--- config.mk ---
export PLATFORM = sky130hd
export DESIGN_NAME = mux9_rr_sel_arbiter
export DESIGN_NICKNAME = d
export VERILOG_FILES = /design/src/rtl/mux9_rr_sel_arbiter.sv
export SDC_FILE = /design/constraint.sdc
export NUM_CORES = 1
export LEC_CHECK = 0
export ABC_CLOCK_PERIOD_IN_PS = 6600
export CORE_MARGIN = 8
export CORE_UTILIZATION = 35
export CTS_CLUSTER_DIAMETER = 50
export DETAILED_ROUTE_END_ITERATION = 6
export GPL_TIMING_DRIVEN = 1
export PLACE_DENSITY_LB_ADDON = 0.15
export SYNTH_ARGS = -nofsm -noshare
export SYNTH_HDL_FRONTEND = slang
export SYNTH_SLANG_ARGS = --single-unit
--- constraint.sdc ---
create_clock -name clk -period 6.6 [get_ports clk]
set_input_delay 0.66 -clock clk [delete_from_list [all_inputs] [get_ports clk]]
set_output_delay 0.66 -clock clk [all_outputs]
set_load 0.01 [all_outputs]
--- src/rtl/mux9_rr_sel_arbiter.sv ---
// mux9_rr_sel_arbiter
//   Select generator sitting in front of the 9:1 16-bit data mux. Nine packet
//   sources are arbitrated round-robin; the winner's index drives the mux select
//   and is held for the whole packet. Beats leave through a valid/ready handshake.
//   A beat-count watchdog forces the grant free when a source never signals a
//   last beat, and reports it with a one-cycle error pulse.
//
// Ports
//   clk           in   1        rising-edge clock
//   rst_n         in   1        asynchronous active-low reset
//   req_i         in   NUM_SRC  req_i[k]: source k has a beat available
//   req_last_i    in   NUM_SRC  req_last_i[k]: source k's current beat is its last
//   out_ready_i   in   1        downstream accepts the beat this cycle
//   sel_o         out  SEL_W    mux select, index of the granted / last-granted source
//   grant_o       out  NUM_SRC  one-hot grant, all-zero while idle
//   out_valid_o   out  1        beat valid on the mux output
//   out_last_o    out  1        valid beat is the last of its packet
//   timeout_err_o out  1        one-cycle pulse when the watchdog releases a grant

module mux9_rr_sel_arbiter #(
  parameter int NUM_SRC   = 9,
  parameter int SEL_W     = 4,
  parameter int MAX_BEATS = 16,
  parameter int CNT_W     = $clog2(MAX_BEATS + 1)
) (
  input  logic               clk,
  input  logic               rst_n,
  input  logic [NUM_SRC-1:0] req_i,
  input  logic [NUM_SRC-1:0] req_last_i,
  input  logic               out_ready_i,
  output logic [SEL_W-1:0]   sel_o,
  output logic [NUM_SRC-1:0] grant_o,
  output logic               out_valid_o,
  output logic               out_last_o,
  output logic               timeout_err_o
);

  typedef enum logic {
    IDLE = 1'b0,
    BUSY = 1'b1
  } state_e;

  state_e             state_q;
  logic [SEL_W-1:0]   sel_q;
  logic [NUM_SRC-1:0] grant_q;
  logic [SEL_W-1:0]   ptr_q;
  logic [CNT_W-1:0]   beat_cnt_q;
  logic               timeout_q;

  logic [SEL_W-1:0]   win_idx_d;
  logic               win_found;
  logic [SEL_W:0]     cand;
  logic [SEL_W-1:0]   ptr_d;
  logic [CNT_W-1:0]   beat_cnt_d;
  logic               xfer;
  logic               cur_last;

  // Round-robin pick: walk the sources starting at the pointer, wrapping past
  // the top, and keep the first one that is requesting. The candidate index is
  // one bit wider so that ptr+i can be compared against NUM_SRC before wrapping.
  always_comb begin
    win_idx_d = '0;
    win_found = 1'b0;
    cand      = '0;
    for (int i = 0; i < NUM_SRC; i++) begin
      cand = {1'b0, ptr_q} + (SEL_W+1)'(i);
      if (cand >= (SEL_W+1)'(NUM_SRC)) begin
        cand = cand - (SEL_W+1)'(NUM_SRC);
      end
      if (!win_found && req_i[cand[SEL_W-1:0]]) begin
        win_found = 1'b1;
        win_idx_d = cand[SEL_W-1:0];
      end
    end
  end

  // Handshake view of the current packet. A beat only counts when the granted
  // source is presenting data and the consumer takes it; the pointer for the
  // next arbitration always starts just after whoever finished last.
  always_comb begin
    cur_last   = req_last_i[sel_q];
    xfer       = (state_q == BUSY) && req_i[sel_q] && out_ready_i;
    beat_cnt_d = beat_cnt_q + CNT_W'(1);
    ptr_d      = (sel_q == SEL_W'(NUM_SRC - 1)) ? '0 : sel_q + SEL_W'(1);
  end

  // Packet FSM. IDLE registers a winner and moves to BUSY; BUSY holds the grant
  // until a transfer carries the last beat or the watchdog count is reached,
  // then always drops back to IDLE, which gives the guaranteed bubble between
  // packets. A last beat on the watchdog beat wins, so no error is flagged.
  always_ff @(posedge clk or negedge rst_n) begin
    if (!rst_n) begin
      state_q    <= IDLE;
      sel_q      <= '0;
      grant_q    <= '0;
      ptr_q      <= '0;
      beat_cnt_q <= '0;
      timeout_q  <= 1'b0;
    end else begin
      timeout_q <= 1'b0;
      case (state_q)
        IDLE: begin
          if (win_found) begin
            sel_q      <= win_idx_d;
            grant_q    <= NUM_SRC'(1) << win_idx_d;
            beat_cnt_q <= '0;
            state_q    <= BUSY;
          end
        end
        BUSY: begin
          if (xfer) begin
            if (cur_last || (beat_cnt_d == CNT_W'(MAX_BEATS))) begin
              state_q    <= IDLE;
              grant_q    <= '0;
              beat_cnt_q <= '0;
              ptr_q      <= ptr_d;
              timeout_q  <= !cur_last;
            end else begin
              beat_cnt_q <= beat_cnt_d;
            end
          end
        end
        default: begin
          state_q <= IDLE;
          grant_q <= '0;
        end
      endcase
    end
  end

  // Valid and last follow the granted source's live request lines so a source
  // that pauses mid-packet simply shows no valid beat while keeping its grant.
  always_comb begin
    sel_o         = sel_q;
    grant_o       = grant_q;
    out_valid_o   = (state_q == BUSY) && req_i[sel_q];
    out_last_o    = out_valid_o && cur_last;
    timeout_err_o = timeout_q;
  end

endmodule

==> reports/results.ini <==
[route]
via_per_inst=6.936
drc=0
firstDrtPassIters=6
avgRoutedWirePerCell_um=23.00
num_vias=6270
ant_nets=0
wl_mm=20.79
drtIter0Drc=1227

[sta]
finalHoldViolations=0
maxClockFrequency_ghz=0.1766
finalSetupTns_ns=0
skew_ns=0.002737
slew_headroom_pct=23.44
timing.hold.ws_ns=0.4859
tightest_slew_ns=1.138
slew_viol_final=0
fin_crit_sh_pct=85.79
rsz0062_at_grt=false
min_period_ns=5.662
setup_viol=0

[global_route]
grt_pass1_wl_mm=32.10
grt_use_total_pct=21.36
grt_start_max_net_pins=81
first_global_vias=5753
antenna_found_initial=0
overflow=0

[cts]
cts_tree=yes
clk_latency_ns=0.26
clock_sinks=24
hold_buffers=0
cts_setup_buffers=0
path_clk_slew_ns=0.06
cts.path.max_buffers=2
cts_root_buffer=clkbuf_16
cts_made_buffers=3
ctsHtreeMaxLevel=1
postCtsResizedCells=0

[critical_path]
worstPathMaxFanout=80
cp_data_required_time_ns=6.75
endpoint_kind=register
r2r_start=ptr_q[0]$_DFFE_PN0P_
cpPeakStageDelay_ns=0.71
critPathKind=register to register
cp-start-kind=register
worst_path_max_delay_cell=a2111oi_0
crit_arrival_ns=5.81
startpoint=ptr_q[0]$_DFFE_PN0P_
r2r_setup_slack_ns=0.94
rr_worst_depth=14
path_cells=buf_4 > ha_1 > xnor2_1 > o2bb2ai_1 > mux2_2 > a22oi_1 > a221oi_1 > or3_4 > or4_1 > a2111oi_0 > o32a_1 > nor2b_1 > nor2_1 > a32o_1
r2r-end=grant_o[1]$_DFFE_PN0P_
cp-endpoint=grant_o[1]$_DFFE_PN0P_

[job]
cap_violations=0

[logic_synthesis]
syn_avg_cell_area_um2=7.226
synth.mux.area_fraction_pct=9.187
synthArstFlopShare_pct=100.0
yosysSeqAreaShare_pct=11.54
synth-simple-area-share_pct=24.39
synthFlopType=dfrtp_1
synth-seq-cells=24
syn_nets=764
synth_area_um2=5202
synth_cell_types=84
synth_edf_count=0
synthXorXnorAreaFrac_pct=3.535
synth_top_family_by_area=compound AO/OA/AOI/OAI gates
synth_compound_area_share_pct=39.08
yosysWarnings=0
netlist_instances=720
synthAdderAreaFrac_pct=5.532

[place]
port_buffers=36
placed_cells=900
gp_congestion=1.034
dp_hpwl_mm=15.69

[floorplan]
core_area_um2=14530
die_x_um=137.9
rows=44
start_util_pct=35.80
die_area_um2=19020
io_pins=37
dieHeight_um=137.9

[final_layout]
fin_cells=904
drive_gt1_share_pct=7.778
fin_nets=765
n_antenna_cell=0
post-route-util_pct=39.70
area_growth_pct=10.92

[run_status]
status=finished clean

[min_path]
min_path_type=register to register

==> synthesized netlist by cell type (all sizes together), types with 4 or more instances <==
master	n	share of area [%]
a211oi	13	1.9
o2111ai	4	0.67
o221ai	7	1.2
xor2	4	0.67
o211ai	22	3.2
buf	22	2.3
nand3	23	2.2
a21oi	54	5.2
a22oi	8	1.2
or4	5	0.79
o311a	5	0.96
nor3b	4	0.58
or2	5	0.60
nand2b	12	1.4
and2	11	1.3
ha	23	5.5
xnor2	17	2.9
a211o	5	0.84
dfrtp	24	12
clkbuf	34	2.5
nor2	37	2.7
nor2b	15	1.8
or3	8	1.2
o22ai	10	1.2
nand4	11	1.3
nor3	23	2.2
mux4	10	4.3
a21o	11	1.6
o21a	12	1.7
inv	24	1.7
o311ai	6	1.0
mux2i	14	2.7
o21ai	45	4.4
nor4	4	0.48
o21bai	7	1.0
mux2	10	2.2
nand2	76	5.5
a31oi	12	1.4
o31ai	16	2.5
==> sequential cells by signal, summed over array words and instances (netlist names) <==
signal / flops
beat_cnt_q: 5
grant_o: 9
ptr_q: 4
sel_o: 4
state_q: 1
timeout_err_o: 1
==> through the flow <==
stage	cell area, µm²	worst slack (ns)
floorplan	5202	1.343
global placement	5665	1.199
detailed placement	5665	1.083
CTS	5771	1.065
global route	5771	0.7485
finish	5771	0.9378
==> layout make-up <==
| type | count | area (µm²) |
|---|---|---|
| clock buffer | 3 | 75.07 |
| inverter | 27 | 101.3 |
| clock inverter | 1 | 30.03 |
| fill | 1549 | 8763 |
| sequential | 24 | 601.8 |
| timing repair buffer | 52 | 480.5 |
| tap | 184 | 230.2 |
| multi-input combinational | 613 | 4252 |
==> critical path, delay by kind of cell (launching register included) <==
family / cells / cell delay (ns)
AO/OA/AOI/OAI: 6 / 1.91
AND/OR/NAND/NOR: 4 / 1.41
buffers and inverters: 1 / 0.67
adder cells (fa/ha/maj): 1 / 0.54
flip-flops: 1 / 0.36
multiplexers: 1 / 0.36
XOR/XNOR: 1 / 0.28
==> routing by layer <==
layer | vias up | global-route usage, % | wire length, µm
li1 | 2788 | - | -
met1 | 2996 | 29.62 | 8592
met2 | 415 | 32.13 | 9202
met3 | 71 | 3.152 | 2100
met4 | 0 | 9.254 | 897
met5 | - | 0 | 0
==> kinds of logic (layout without fill, tap and decap cells) <==
logic type | count (synthesis) | after routing
xor gates and xnor gates | 21 | 21
buffers and inverters | 83 | 83
and+or+nand+nor | 249 | 249
muxes | 34 | 34
AOI/OAI and AO/OA | 286 | 286
DFF | 24 | 24
adders and majority gates | 23 | 23
==> how the worst min path moves through the flow <==
stage / startpoint / to / slack (ns) / cells after the start
after global placement: grant_o[8]$_DFFE_PN0P_ / grant_o[8]$_DFFE_PN0P_ / 0.46 / 2
after CTS: grant_o[6]$_DFFE_PN0P_ / grant_o[6]$_DFFE_PN0P_ / 0.49 / 2
after floorplan: rst_n / beat_cnt_q[0]$_DFFE_PN0P_ / 0.36 / 0
final: grant_o[6]$_DFFE_PN0P_ / grant_o[6]$_DFFE_PN0P_ / 0.49 / 2
after global routing: grant_o[6]$_DFFE_PN0P_ / grant_o[6]$_DFFE_PN0P_ / 0.52 / 2
after detailed placement: grant_o[6]$_DFFE_PN0P_ / grant_o[6]$_DFFE_PN0P_ / 0.48 / 2
==> cell usage in the layout (no fill, tap or decap), drive strengths merged, types with 22 or more instances in the layout <==
master and n:
o211ai 22, nor3 23, o21ai 45, ha 23, dfrtp 24, a21oi 54
inv 24, clkdlybuf4s50 36, nand3 23, nand2 76, nor2 37
Power is not shown: default switching activity piles up to over one toggle a cycle in this logic, so the estimate is an artifact.
